[config.mk]
export PLATFORM = sky130hd
export DESIGN_NAME = frame_seq_ctrl
export DESIGN_NICKNAME = d
export VERILOG_FILES = /design/src/rtl/frame_seq_ctrl.sv
export SDC_FILE = /design/constraint.sdc
export NUM_CORES = 1
export LEC_CHECK = 0
export ABC_CLOCK_PERIOD_IN_PS = 2650
export CAP_MARGIN = 20
export CORE_AREA = 2 2 91 93
export CTS_BUF_LIST = sky130_fd_sc_hd__clkbuf_8
export DETAILED_ROUTE_END_ITERATION = 6
export DIE_AREA = 0 0 93 95
export GPL_TIMING_DRIVEN = 0
export SETUP_SLACK_MARGIN = 0.3
export SLEW_MARGIN = 20
export SYNTH_ARGS = -nofsm -noshare
export SYNTH_HDL_FRONTEND = slang
export SYNTH_SLANG_ARGS = --single-unit
[constraint.sdc]
create_clock -name clk -period 2.65 [get_ports clk]
set_input_delay 0.53 -clock clk [delete_from_list [all_inputs] [get_ports clk]]
set_output_delay 0.53 -clock clk [all_outputs]
set_load 0.005 [all_outputs]
[src/rtl/frame_seq_ctrl.sv]
// Frame sequencer for windowed streaming filters: tracks FILL/RUN/FLUSH/DONE,
// generates output TLAST / end-of-line, counts frames and checks input TLAST.
module frame_seq_ctrl #(
    parameter int LINE_W    = 1026,
    parameter int LINES     = 1024,
    parameter int PRIME_CNT = 5149,
    parameter int OUT_W     = 1024,
    parameter int CNT_W     = 21,
    parameter int FRM_W     = 16
) (
    input  logic             clk,
    input  logic             rst_n,
    input  logic             clr,
    input  logic             in_valid,
    input  logic             in_ready,
    input  logic             in_last,
    input  logic             flush_adv,
    input  logic             out_valid,
    input  logic             out_ready,
    output logic [3:0]       state,
    output logic             out_last,
    output logic             out_eol,
    output logic [FRM_W-1:0] frame_cnt,
    output logic             err_early,
    output logic             err_late
);

    localparam int COL_W = (OUT_W > 1) ? $clog2(OUT_W) : 1;

    localparam logic [CNT_W-1:0] TOTAL   = CNT_W'(LINE_W * LINES);
    localparam logic [CNT_W-1:0] PRIME   = CNT_W'(PRIME_CNT);
    localparam logic [CNT_W-1:0] END_CNT = CNT_W'(LINE_W * LINES + PRIME_CNT);
    localparam logic [CNT_W-1:0] LAST_IN = CNT_W'(LINE_W * LINES - 1);
    localparam logic [COL_W-1:0] COL_MAX = COL_W'(OUT_W - 1);

    typedef enum logic [3:0] {
        S_FILL  = 4'b0001,
        S_RUN   = 4'b0010,
        S_FLUSH = 4'b0100,
        S_DONE  = 4'b1000
    } state_t;

    state_t           state_q,     state_d;
    logic [CNT_W-1:0] cnt_q,       cnt_d;
    logic             out_last_q,  out_last_d;
    logic [COL_W-1:0] out_col_q,   out_col_d;
    logic [FRM_W-1:0] frame_cnt_q, frame_cnt_d;
    logic             err_early_q, err_early_d;
    logic             err_late_q,  err_late_d;

    logic             accept;
    logic             out_hs;
    logic             rearm;
    logic [CNT_W-1:0] cnt_inc;

    assign accept  = in_valid && in_ready && (state_q == S_FILL || state_q == S_RUN);
    assign out_hs  = out_valid && out_ready;
    // out_last is only ever high in DONE, so this is the end-of-frame handshake.
    assign rearm   = out_last_q && out_hs;
    assign cnt_inc = cnt_q + CNT_W'(1);

    always_comb begin
        // NOTE: every variable gets its hold value first so no path can infer a latch.
        state_d     = state_q;
        cnt_d       = cnt_q;
        out_last_d  = out_last_q;
        out_col_d   = out_col_q;
        frame_cnt_d = frame_cnt_q;
        err_early_d = err_early_q;
        err_late_d  = err_late_q;

        if (clr) begin
            state_d     = S_FILL;
            cnt_d       = '0;
            out_last_d  = 1'b0;
            out_col_d   = '0;
            frame_cnt_d = '0;
            err_early_d = 1'b0;
            err_late_d  = 1'b0;
        end else if (rearm) begin
            state_d     = S_FILL;
            cnt_d       = '0;
            out_last_d  = 1'b0;
            out_col_d   = '0;
            frame_cnt_d = frame_cnt_q + FRM_W'(1);
        end else begin
            if (out_hs) begin
                out_col_d = (out_col_q == COL_MAX) ? '0 : out_col_q + COL_W'(1);
            end

            if (accept) begin
                if (in_last && cnt_q < LAST_IN) err_early_d = 1'b1;
                if (!in_last && cnt_q == LAST_IN) err_late_d = 1'b1;
            end

            unique case (state_q)
                S_FILL: if (accept) begin
                    cnt_d = cnt_inc;
                    if (cnt_inc == PRIME) state_d = S_RUN;
                end
                S_RUN: if (accept) begin
                    cnt_d = cnt_inc;
                    if (cnt_inc == TOTAL) state_d = S_FLUSH;
                end
                S_FLUSH: if (flush_adv) begin
                    cnt_d = cnt_inc;
                    if (cnt_inc == END_CNT) begin
                        state_d    = S_DONE;
                        out_last_d = 1'b1;
                    end
                end
                S_DONE: ;
                default: state_d = S_FILL;
            endcase
        end
    end

    always_ff @(posedge clk or negedge rst_n) begin
        if (!rst_n) begin
            state_q     <= S_FILL;
            cnt_q       <= '0;
            out_last_q  <= 1'b0;
            out_col_q   <= '0;
            frame_cnt_q <= '0;
            err_early_q <= 1'b0;
            err_late_q  <= 1'b0;
        end else begin
            state_q     <= state_d;
            cnt_q       <= cnt_d;
            out_last_q  <= out_last_d;
            out_col_q   <= out_col_d;
            frame_cnt_q <= frame_cnt_d;
            err_early_q <= err_early_d;
            err_late_q  <= err_late_d;
        end
    end

    assign state     = state_q;
    assign out_last  = out_last_q;
    assign out_eol   = (out_col_q == COL_MAX);
    assign frame_cnt = frame_cnt_q;
    assign err_early = err_early_q;
    assign err_late  = err_late_q;

endmodule

==> results of run 1 <==
==> power by group through the flow <==
| stage | combinational, W | clock, W | sequential (W) |
|---|---|---|---|
| after floorplan | 0.0000598 | 0 | 0.000861 |
| after global placement | 0.000115 | 0 | 0.000863 |
| after detailed placement | 0.000115 | 0 | 0.000864 |
| after CTS | 0.000123 | 0.000521 | 0.000848 |
| after global routing | 0.000157 | 0.000549 | 0.000851 |
| final | 0.000139 | 0.000496 | 0.000849 |
==> stage by stage <==
stage / area, sq um / hold slack [ns] / setup TNS [ns] / utilization / setup slack (ns)
2_1_floorplan: 3448 / 0.2344 / 0 / - / 0.3905
3_3_place_gp: 3900 / 0.4951 / -40.29 / 0.4920 / -0.7052
3_5_place_dp: 3897 / 0.5137 / -3.393 / 0.4916 / -0.1700
4_1_cts: 4113 / 0.2911 / 0 / 0.5188 / 0.2150
5_1_grt: 4428 / 0.3248 / 0 / 0.5586 / 0.1119
6_report: 4428 / 0.2300 / 0 / 0.5586 / 0.2319
==> synthesized netlist by cell type (all sizes together), types with 11 or more instances <==
cell,instances
nand3,21
dfrtp,53
nor4,15
and3,13
nand2,30
nand4,15
o21ai,11
xnor2,28
xor2,19
nor2,66
clkbuf,18
nor3,14
==> sequential cells by signal, summed over array words and instances (netlist names) <==
name,count
cnt_q,21
out_last,1
err_early,1
frame_cnt,16
out_col_q,10
state,4
err_late,1
==> worst paths after layout <==
path                       slack [ns]  cells past startpoint                  from                    to
min in group clk                 0.53                      2  err_late$_DFFE_PN0P_  err_late$_DFFE_PN0P_
hold reg to reg                  0.53                      2  err_late$_DFFE_PN0P_  err_late$_DFFE_PN0P_
max in group asynchronous        1.85                      1                 rst_n  cnt_q[1]$_DFFE_PN0P_
setup reg to reg                 0.23                      8  cnt_q[3]$_DFFE_PN0P_  state[2]$_DFFE_PN0P_
setup / recovery                 0.23                      8  cnt_q[3]$_DFFE_PN0P_  state[2]$_DFFE_PN0P_
hold / removal                   0.23                      1                 rst_n  cnt_q[5]$_DFFE_PN0P_
==> worst max-delay path, stage by stage (launching register included) <==
cell,delay [ns]
sky130_fd_sc_hd__dfrtp_1,0.35
sky130_fd_sc_hd__clkbuf_8,0.17
sky130_fd_sc_hd__nand4_4,0.14
sky130_fd_sc_hd__or4_1,0.54
sky130_fd_sc_hd__nand3_1,0.12
sky130_fd_sc_hd__o211ai_2,0.16
sky130_fd_sc_hd__o41ai_2,0.39
sky130_fd_sc_hd__nand2_1,0.12
sky130_fd_sc_hd__mux2_1,0.32
==> per-layer routing <==
layer  global-route usage  wire length (microns)  part of all wire  up-vias
met1               0.2757                   3948              0.45     1498
met4              0.06985                    235             0.027        0
met3              0.04629                    471             0.053       22
met2               0.3164                   4189              0.47       81
li1                     -                      -                 -     1496
met5                    0                      0                 0        -
==> layout make-up <==
type                       count  area (sq um)  area share
clock buffer                   6         82.58     0.01865
buffer                        26         215.2     0.04860
timing repair buffer          59         520.5      0.1175
tap                          105         131.4     0.02967
inverter                       9         33.78    0.007629
multi-input combinational    299          2076      0.4688
clock inverter                 2         12.51    0.002826
sequential                    54          1356      0.3063
==> logic make-up (layout without fill, tap and decap cells) <==
family | Yosys count | count (layout) | share of synthesized area
simple gates | 207 | 207 | 0.3229
flops | 54 | 54 | 0.3922
xor+xnor | 47 | 47 | 0.1194
compound gates | 37 | 37 | 0.07257
buf+inv | 35 | 102 | 0.06640
fa+ha+maj | 4 | 4 | 0.01451
mux | 4 | 4 | 0.01197
==> repair_timing <==
item                                    in CTS  in global routing
gates cloned                                 0                  1
resized for setup                           18                 42
buffers inserted                             7                 19
endpoints found under the setup margin      30                 30
pin swaps                                    3                  9
==> qor.txt, run 1 <==
STATUS
-----------------------------------------------------------------------------------------------
Outcome                                                                            finished, final reports clean

POWER AND IR DROP
-----------------------------------------------------------------------------------------------
Maximum vdd drop                                                                      0.2647 mV
Power Density                                                                      335.2 mW/mm^2
Combinational fraction of design power                                                    0.094
Relative contribution of the clock network to total power                                 0.334
Final Total Pwr                                                                      0.001484 W
Part of the power in registers                                                            0.572
Static leakage                                                                         1.823 nW
Internal power component                                                             0.001100 W
Net switching power of the design                                                   0.0003845 W
Switching share of power                                                                 0.2590

STA
-----------------------------------------------------------------------------------------------
Final Max Tran Viols                                                                          0
Highest clock rate                                                                   0.4135 GHz
Shortest clock period the worst path allows after layout                               2.418 ns
Final hold violations                                                                         0
RSZ-0062 raised after global routing                                                       true
Worst slew margin                                                                        0.5203
Final setup skew                                                                    0.009200 ns
Least-Margin Pin Slew                                                                 0.7196 ns
Total of endpoints with negative setup slack in the final report                              0
Final period util                                                                        0.9125

SYNTHESIS
-----------------------------------------------------------------------------------------------
Async SR Flop Fraction                                                                    1.000
#FFs+latches synth                                                                           54
Share of the synthesized area in the top cell type                                       0.3846
Number of distinct standard cells referenced by the synthesized netlist                      54
Dominant register cell in the synthesized netlist                                  sky130_fd_sc_hd__dfrtp_1
Warnings, synthesis                                                                           0
Post-Syn Instances                                                                          388
Post-synthesis average cell area                                                    8.887 sq um
Synthesized netlist net count                                                               401
Number of enable-type register cells in the synthesized netlist                               0
Post-synthesis instance area                                                       0.003448 sq mm
Top cells by area in the synthesized netlist                                       sky130_fd_sc_hd__dfrtp_1 38%, sky130_fd_sc_hd__nor2_1 7.2%, sky130_fd_sc_hd__xnor2_1 7.1%, sky130_fd_sc_hd__xor2_1 4.8%, sky130_fd_sc_hd__nand2_1 3.3%
Sequential fraction of the synthesis area                                                0.3922
Cell taking the most area after synthesis                                          sky130_fd_sc_hd__dfrtp_1

JOB
-----------------------------------------------------------------------------------------------
Number of maximum-capacitance constraint violations                                           0

DRT
-----------------------------------------------------------------------------------------------
Final antenna-violating net count                                                             0
Routed WL                                                                              8.844 mm
Iteration-0 DRC Markers                                                                     106
Drt via density                                                                           5.530
Residual DRC count                                                                            0
Number of optimization iterations in the first detailed-route pass                            4
DR WL/cell                                                                         15.79 microns
Via count                                                                                 3,097

GLOBAL ROUTING
-----------------------------------------------------------------------------------------------
Global-route wire length before repair                                                 14.11 mm
Tot GR Track Use                                                                         0.2018
Initial antenna violation count                                                               0
Residual overflow from global routing                                                         0
Largest net degree at the start of global routing                                            55
Number of global-route vias before repair                                                 2,871

PLACEMENT
-----------------------------------------------------------------------------------------------
RD Place Congestion                                                                      0.8276
Post-placement cell count                                                                   525
Detail Placement HPWL                                                                  5.700 mm
Port Buf Inserts                                                                             32

CTS
-----------------------------------------------------------------------------------------------
Clock input transition at the sequential cells of the worst setup and hold paths        0.10 ns
Sinks on Clock Net                                                                           54
Clock insertion delay at the later pin of the skew report                               0.31 ns
Clock Root Buffer                                                                  sky130_fd_sc_hd__clkbuf_8
Clock tree from TritonCTS                                                                   yes
CTS hold repair buffers                                                                       0
Number of clock buffers inserted by TritonCTS                                                 5
Maximum level of the CTS H-tree                                                               2
Worst-case clock buffer depth                                                                 2

FINAL LAYOUT
-----------------------------------------------------------------------------------------------
Proportion of layout cells with a drive suffix above 1                                   0.2264
Layout fillers                                                                              758
Area growth syn-to-layout                                                                28.41%
Number of standard cells in the layout, taps in and fillers out                             560
Most frequent cells in the layout                                                  65 x sky130_fd_sc_hd__nor2_1, 50 x sky130_fd_sc_hd__dfrtp_1, 31 x sky130_fd_sc_hd__buf_4
Ant diodes                                                                                    0
Leading cell type in the layout, fill and taps excluded                            sky130_fd_sc_hd__nor2_1
Net count reported at finish                                                                467

CRITICAL PATH
-----------------------------------------------------------------------------------------------
Critical Path Fanout Max                                                                     10
Startpoint kind of the worst setup timing path                                         register
Worst endpoint data arrival time                                                        2.61 ns
Data required, critical path                                                            2.84 ns
Critical Setup Path Class                                                          register to register
Capturing element type of the critical path                                            register

DIE
-----------------------------------------------------------------------------------------------
Area inside the core boundary                                                      0.007928 sq mm
Initial cell density of the core                                                         0.4350
Total Die Area                                                                     0.008835 sq mm
Std-Cell Rows                                                                                33
Die boundary width                                                                   93 microns
Vertical die dimension                                                               95 microns
Boundary Pins                                                                                33

MIN PATH
-----------------------------------------------------------------------------------------------
Class of the most critical hold timing path                                        primary input to async pin

(Power assumes the default switching activity.)
==> run 2, diff against run 1 <==
--- a/config.mk
+++ b/config.mk
@@ -7,11 +7,12 @@
 export LEC_CHECK = 0
 export ABC_CLOCK_PERIOD_IN_PS = 2650
 export CAP_MARGIN = 20
-export CORE_AREA = 2 2 91 93
+export CORE_AREA = 2 2 79 81
 export CTS_BUF_LIST = sky130_fd_sc_hd__clkbuf_8
 export DETAILED_ROUTE_END_ITERATION = 6
-export DIE_AREA = 0 0 93 95
+export DIE_AREA = 0 0 81 83
 export GPL_TIMING_DRIVEN = 0
+export PLACE_DENSITY = 0.82
 export SETUP_SLACK_MARGIN = 0.3
 export SLEW_MARGIN = 20
 export SYNTH_ARGS = -nofsm -noshare
==> qor.txt, run 2 (same netlist as run 1, synthesis figures left out) <==
CRITICAL PATH
-----------------------------------------------------------------------------------------------
Data required, critical path                                                            2.85 ns   about the same
Worst endpoint data arrival time                                                        2.63 ns   +0.02 ns
Capturing element type of the critical path                                            register
Startpoint kind of the worst setup timing path                                         register
Critical Setup Path Class                                                          register to register
Critical Path Fanout Max                                                                      9   -1

STA
-----------------------------------------------------------------------------------------------
Highest clock rate                                                                   0.4126 GHz   -0.22%
Final setup skew                                                                    0.008107 ns   -0.001093 ns
RSZ-0062 raised after global routing                                                       true
Final Max Tran Viols                                                                          0   unchanged
Final hold violations                                                                         0   unchanged
Least-Margin Pin Slew                                                                 0.6892 ns   -0.03040 ns
Worst slew margin                                                                        0.5405   +0.02027
Shortest clock period the worst path allows after layout                               2.424 ns   +0.005389 ns
Final period util                                                                        0.9145   +0.002034
Total of endpoints with negative setup slack in the final report                              0   unchanged

FINAL LAYOUT
-----------------------------------------------------------------------------------------------
Net count reported at finish                                                                464   -0.64%
Area growth syn-to-layout                                                                26.42%
Proportion of layout cells with a drive suffix above 1                                   0.2129   -0.01351
Design area                                                                        0.004359 sq mm   -1.6%
Top reg by flops                                                                          cnt_q
Most frequent cells in the layout                                                  65 x sky130_fd_sc_hd__nor2_1, 50 x sky130_fd_sc_hd__dfrtp_1, 30 x sky130_fd_sc_hd__clkdlybuf4s50_1
Flip-flop count of the largest register, all copies and words added                          21   unchanged
Ant diodes                                                                                    0   unchanged
Number of standard cells in the layout, taps in and fillers out                             526   -6.1%
Leading cell type in the layout, fill and taps excluded                            sky130_fd_sc_hd__nor2_1

PLACEMENT
-----------------------------------------------------------------------------------------------
Post-placement cell count                                                                   495   -5.7%
Cell area after placement                                                          0.003860 sq mm   -0.96%
RD Place Congestion                                                                      0.9232   +12%
Port Buf Inserts                                                                             32   unchanged
Detail Placement HPWL                                                                  5.671 mm   -0.51%

CTS
-----------------------------------------------------------------------------------------------
CTS hold repair buffers                                                                       0   unchanged
Clock insertion delay at the later pin of the skew report                               0.31 ns   about the same
Clock Root Buffer                                                                  sky130_fd_sc_hd__clkbuf_8
Maximum level of the CTS H-tree                                                               2   unchanged
Clock tree from TritonCTS                                                                   yes
Worst-case clock buffer depth                                                                 2   unchanged
Sinks on Clock Net                                                                           54   unchanged
Number of clock buffers inserted by TritonCTS                                                 5   unchanged
Clock input transition at the sequential cells of the worst setup and hold paths        0.10 ns   about the same

DRT
-----------------------------------------------------------------------------------------------
Routed WL                                                                              9.045 mm   +2.3%
Iteration-0 DRC Markers                                                                     225   +110%
Final antenna-violating net count                                                             0   unchanged
Drt via density                                                                           5.989   +8.3%
DR WL/cell                                                                         17.20 microns   +8.9%
Residual DRC count                                                                            0   unchanged
Number of optimization iterations in the first detailed-route pass                            5   +1
Via count                                                                                 3,150   +1.7%

DIE
-----------------------------------------------------------------------------------------------
Area inside the core boundary                                                      0.005816 sq mm   -27%
Die boundary width                                                                   81 microns   -13%
Vertical die dimension                                                               83 microns   -13%
Boundary Pins                                                                                33   unchanged
Initial cell density of the core                                                         0.5929   +0.1580
Std-Cell Rows                                                                                28   -15%
Total Die Area                                                                     0.006723 sq mm   -24%

GLOBAL ROUTING
-----------------------------------------------------------------------------------------------
Number of global-route vias before repair                                                 2,987   +4.0%
Global-route wire length before repair                                                 13.99 mm   -0.88%
Tot GR Track Use                                                                         0.2603   +0.05848
Largest net degree at the start of global routing                                            55   unchanged
Residual overflow from global routing                                                         0   unchanged
Initial antenna violation count                                                               0   unchanged

MIN PATH
-----------------------------------------------------------------------------------------------
Class of the most critical hold timing path                                        primary input to async pin

JOB
-----------------------------------------------------------------------------------------------
Number of maximum-capacitance constraint violations                                           0   unchanged

POWER AND IR DROP
-----------------------------------------------------------------------------------------------
Power Density                                                                      327.7 mW/mm^2   -2.2%
Final Total Pwr                                                                      0.001429 W   -3.8%
Static leakage                                                                         1.807 nW   -0.87%
Maximum vdd drop                                                                      0.3242 mV   +22%

STATUS
-----------------------------------------------------------------------------------------------
Outcome                                                                            finished, final reports clean

run 2: metrics by stage:
stage	hold slack, ns	utilization	worst slack (ns)	TNS, ns
after CTS	0.2772	0.6938	0.2328	0
after global placement	0.4888	0.6642	-0.6019	-33.03
after global routing	0.3180	0.7496	0.09024	0
after floorplan	0.2344	-	0.3905	0
final	0.2403	0.7496	0.2265	0
after detailed placement	0.5035	0.6637	-0.1195	-2.490
run 2: power by group:
group	switching [W]	total, W	internal [W]
sequential	0.0000119	0.000845	0.000833
combinational	0.0000864	0.000141	0.0000543
clock	0.000267	0.000442	0.000176
run 2: critical path: stages (launching register included):
cell and delay, ns:
sky130_fd_sc_hd__dfrtp_1 0.35, sky130_fd_sc_hd__clkbuf_8 0.16, sky130_fd_sc_hd__nand4_1 0.22, sky130_fd_sc_hd__or4_1 0.46, sky130_fd_sc_hd__nand3_1 0.12, sky130_fd_sc_hd__o211ai_2 0.16, sky130_fd_sc_hd__o41ai_2 0.38, sky130_fd_sc_hd__nand2_1 0.14
sky130_fd_sc_hd__mux2_4 0.32
run 2: worst paths after layout:
kind                                            from              endpoint  slack, ns  cells after the start
worst max-delay path            cnt_q[8]$_DFFE_PN0P_  state[2]$_DFFE_PN0P_       0.23                      8
min in group clk                err_late$_DFFE_PN0P_  err_late$_DFFE_PN0P_       0.52                      2
worst min register to register  err_late$_DFFE_PN0P_  err_late$_DFFE_PN0P_       0.52                      2
worst min-delay path                           rst_n  cnt_q[7]$_DFFE_PN0P_       0.24                      1
worst max register to register  cnt_q[8]$_DFFE_PN0P_  state[2]$_DFFE_PN0P_       0.23                      8
max in group asynchronous                      rst_n  cnt_q[1]$_DFFE_PN0P_       1.91                      1
run 2: cell type report:
cell class | instances | area [sq um]
Buffer | 26 | 222.7
Clock buffer | 5 | 68.82
Clock inverter | 2 | 7.507
Fill cell | 426 | 1456
Inverter | 9 | 33.78
Multi-Input combinational cell | 299 | 2053
Sequential cell | 54 | 1356
Tap cell | 75 | 93.84
Timing Repair Buffer | 56 | 523.0
run 2: repair_timing:
| item | 4_1_cts | 5_1_grt |
|---|---|---|
| gates resized for setup | 16 | 46 |
| pin swaps | 2 | 11 |
| gates cloned | 0 | 2 |
| setup endpoints to repair | 30 | 34 |
| setup buffers | 5 | 17 |
run 2: layer usage:
| layer | routed length [microns] | global-route usage | up-vias | part of all wire |
|---|---|---|---|---|
| met2 | 4536 | 0.4275 | 139 | 0.50 |
| li1 | - | - | 1489 | - |
| met5 | 0 | 0 | - | 0 |
| met4 | 208 | 0.08937 | 0 | 0.023 |
| met1 | 3754 | 0.3425 | 1502 | 0.42 |
| met3 | 545 | 0.04674 | 20 | 0.060 |
==> run 3, diff against run 2 <==
--- a/config.mk
+++ b/config.mk
@@ -9,6 +9,7 @@
 export CAP_MARGIN = 20
 export CORE_AREA = 2 2 79 81
 export CTS_BUF_LIST = sky130_fd_sc_hd__clkbuf_8
+export CTS_CLUSTER_DIAMETER = 120
 export DETAILED_ROUTE_END_ITERATION = 6
 export DIE_AREA = 0 0 81 83
 export GPL_TIMING_DRIVEN = 0
==> results of run 3 <==
Final layout, timing and power as in run 2 (identical DEF).
==> RTL change 1 (settings of run 2) <==
Change the parameter `CNT_W` from 21 to 29.
--- a/src/rtl/frame_seq_ctrl.sv
+++ b/src/rtl/frame_seq_ctrl.sv
@@ -5,7 +5,7 @@
     parameter int LINES     = 1024,
     parameter int PRIME_CNT = 5149,
     parameter int OUT_W     = 1024,
-    parameter int CNT_W     = 21,
+    parameter int CNT_W     = 29,
     parameter int FRM_W     = 16
 ) (
     input  logic             clk,
Function: same outputs for any inputs over 10 cycles, from zero or initial values and one cycle with rst_n low; that may be too few to reach the edited logic, so the function may still have changed.
==> RTL change 1 against run 2 <==
The flow now finishes with violations (negative setup slack). Utilization is 17 points higher. Synthesized area is 11% higher. Final area is 22% higher. Global-route usage is 9.5 points higher. Die area stayed put. Count of clock-buffer cells in the layout is 5 higher. Synthesized cell count is 14% higher. Sequential cell count is 8 higher. First-iteration DRC count grew to 2.8 times the old value. Worst setup slack worse by 0.50 ns. Routed wire length is 51% higher. Highest routed layer unchanged.
Power is not compared: it rests on default switching activity, and its combinational part moved more than twofold at a synthesized area within 25%.
==> RTL change 1: results (changes against run 2) <==
layout cells sized above 1: 0.2823 (+0.06947)
clk_lat worst skew: 0.35 ns (+0.04 ns)
post-cts resize count: 39 (+23)
CTS Buf Count: 9 (+4)
worst r2r path cells: 9 (+1)
outcome: complete, but fails checks
failing checks: negative setup slack
CP max-delay cell: dfrtp_1
Setup Skew: 0.009723 ns (+0.001616 ns)
compound-cell area share of the yosys netlist: 0.08203 (+0.009462)
Setup TNS: -1.114 ns (-1.114 ns)
# Post-CTS Setup Buffers: 37 (+32)
Vias/cell: 6.705 (+12%)
number of flip-flops in the largest register: 29 (+38%)
Critical Path Fanout Max: 7 (-2)
DRT iter0 DRCs: 633 (+180%)
Placed Cells incl. Taps: 550 (+11%)
Syn Nets: 455 (+13%)
met1 wire length: 4908 um (+31%)
Rel. slew slack: 0.5503 (+0.009795)
GRT Total Usage: 0.3556 (+0.09529)
met2 Use GR: 0.5755 (+0.1480)
pre-CTS setup slack: -0.8960 ns (-0.7764 ns)
FF-to-FF Start: cnt_q[20]$_DFFE_PN0P_
final setup fails: 5 (+5)
r2r endpoint: state[3]$_DFFE_PN0P_
Worst Slack Setup Final: -0.2716 ns (-0.4980 ns)
WP data arrival: 3.18 ns (+0.55 ns)
M1 GR Usage: 0.4315 (+0.08901)
top post-synthesis cells by count: nor2_1 (76), dfrtp_1 (61), nand2_1 (47)
HPWL after DPL: 6596 um (+16%)
-- RTL change 1: worst max path at each step --
stage / from / to / slack (ns) / depth (start not counted)
finish: cnt_q[20]$_DFFE_PN0P_ / state[3]$_DFFE_PN0P_ / -0.27 / 9
global route: cnt_q[20]$_DFFE_PN0P_ / state[3]$_DFFE_PN0P_ / -0.26 / 9
CTS: cnt_q[0]$_DFFE_PN0P_ / state[0]$_DFFE_PN1P_ / -0.03 / 9
detailed placement: in_valid / cnt_q[16]$_DFFE_PN0P_ / -0.90 / 10
floorplan: cnt_q[0]$_DFFE_PN0P_ / state[0]$_DFFE_PN1P_ / 0.03 / 9
global placement: rst_n / cnt_q[17]$_DFFE_PN0P_ / -0.87 / 1
-- RTL change 1: cell type report --
type / count / area, um2
fillers: 233 / 489.2
plain buffers: 21 / 171.4
multi-input cells: 347 / 2456
clock buffers: 10 / 137.6
flip-flops and latches: 62 / 1564
well taps: 75 / 93.84
inverters: 12 / 45.04
repair buffers: 91 / 780.7
clock inverters: 6 / 77.57
==> RTL change 2 (flow settings as in run 2) <==
Made on the original files. Make the reset (`rst_n`) synchronous in one clocked block.
--- a/src/rtl/frame_seq_ctrl.sv
+++ b/src/rtl/frame_seq_ctrl.sv
@@ -115,7 +115,7 @@
         end
     end
 
-    always_ff @(posedge clk or negedge rst_n) begin
+    always_ff @(posedge clk) begin
         if (!rst_n) begin
             state_q     <= S_FILL;
             cnt_q       <= '0;
Function: differs if rst_n is asserted again (counterexample within 4 cycles, from zero or initial values and one cycle with rst_n low); with rst_n held inactive, the same outputs for 10 cycles.
==> RTL change 2 against run 2 <==
Routed wire length is 25% lower. Synthesized area is 13% lower. Largest cell class unchanged. Sequential cell count stayed put. Final area is 14% lower. Worst setup slack worse by 0.090 ns.
Power is not compared: it rests on default switching activity, and its combinational part moved more than twofold at a synthesized area within 25%.
==> RTL change 2: results (changes against run 2) <==
WL/cell: 13.48 um (-22%)
adder-cell share of the synthesized area: 0.02074 (+0.006224)
met1 wire length: 2962 um (-21%)
HPWL after DPL: 4583 um (-19%)
compound-cell area share of the yosys netlist: 0.09291 (+0.02034)
Setup Skew: 0.006681 ns (-0.001425 ns)
worst r2r path cells: 10 (+2)
nets: 440 (-5.2%)
mean post-synth cell area: 8.023 um2 (-9.7%)
outcome: complete, no violations
area post-placement: 3468 um2 (-10%)
DR WL met3: 393 um (-28%)
top post-synthesis cells by count: nor2_1 (59), dfxtp_1 (54), xor2_1 (33)
H-tree depth: 2 (unchanged)
layout cells sized above 1: 0.1569 (-0.05595)
CP max-delay cell: or4_4
top cells by area, synth: dfxtp_1 (36%), xor2_1 (9.6%), nor2_1 (7.3%), xnor2_1 (4.4%), nand2_1 (3.9%)
WP data arrival: 2.75 ns (+0.12 ns)
largest net degree at the start of global routing: 17 (-69%)
post-synthesis sequential area ratio: 0.3584 (-0.03388)
Rel. slew slack: 0.5603 (+0.01982)
Synth async-reset ratio: 0 (-1.000)
Critical Path Fanout Max: 3 (-6)
worst hold path class: flip-flop to flip-flop
GPL Wtd Cong: 0.8499 (-7.9%)
GRT Total Usage: 0.2076 (-0.05270)
CTS Buf Count: 5 (unchanged)
DRT Wirelength: 6767 um (-25%)
met3 Use GR: 0.03696 (-0.009783)
post-synthesis mux area share: 0.01369 (+0.001713)
Pre-antenna DRT Iters: 4 (-1)
CP peak stage delay: 0.51 ns (+0.05 ns)
DRT iter0 DRCs: 154 (-32%)
library cells used by synthesis: 50 (-7.4%)
M1 GR Usage: 0.2641 (-0.07841)
routed via count: 2,799 (-11%)
Net Sw Frac: 0.2184
vias in the first global route: 2,567 (-14%)
fillers: 483 (+13%)
pre-CTS setup slack: -0.06815 ns (+0.05138 ns)
Placed Cells incl. Taps: 483 (-2.4%)
xor/xnor share of the synthesized area: 0.1394 (+0.01999)
==> RTL change 2: cell types whose count changed in the layout (fill, tap and decap cells not counted), sizes merged, moves of 5 or more <==
cell	delta
inv	-6
dfrtp	-53
nand2b	+5
xnor2	-13
nor2	-7
dfxtp	+54
nand3	-7
nor4	-9
xor2	+14
buf	-11
==> RTL change 2: power by group through the flow <==
stage	sequential, mW	combinational [mW]	clock, mW
floorplan	0.833	0.0301	0
global placement	0.833	0.0535	0
detailed placement	0.833	0.0540	0
CTS	0.813	0.0574	0.570
global route	0.814	0.0642	0.602
finish	0.813	0.0584	0.556
==> RTL change 2: critical path: cells and delay by family, from the launching register on <==
family          cells  cell delay, ns
compound gates      3            0.61
fa+ha+maj           1            0.15
buf+inv             2            0.29
flops               1            0.37
simple gates        4            1.01
==> RTL change 2: cell type report <==
class	instances	area (um2)	share of cell area
Multi-Input combinational cell	287	1881	0.4993
Sequential cell	54	1090	0.2894
Timing Repair Buffer	43	402.9	0.1070
Buffer	31	173.9	0.04618
Tap cell	75	93.84	0.02492
Clock buffer	5	68.82	0.01827
Clock inverter	3	41.29	0.01096
Inverter	4	15.01	0.003987
==> RTL change 2: path summary, 6_finish.rpt <==
path,startpoint,to,slack [ns]
max,cnt_q[1]$_SDFFE_PP0P_,state[1]$_SDFFE_PP0P_,0.14
min,out_last$_SDFFE_PP0P_,out_last$_SDFFE_PP0P_,0.49
max reg2reg,cnt_q[1]$_SDFFE_PP0P_,state[1]$_SDFFE_PP0P_,0.14
min reg2reg,out_last$_SDFFE_PP0P_,out_last$_SDFFE_PP0P_,0.49
==> RTL change 2: timing repair <==
action                                  CTS  global route
resized for setup                        13            37
buffers inserted                          9             2
pin swaps                                 6             9
endpoints found under the setup margin   25            23
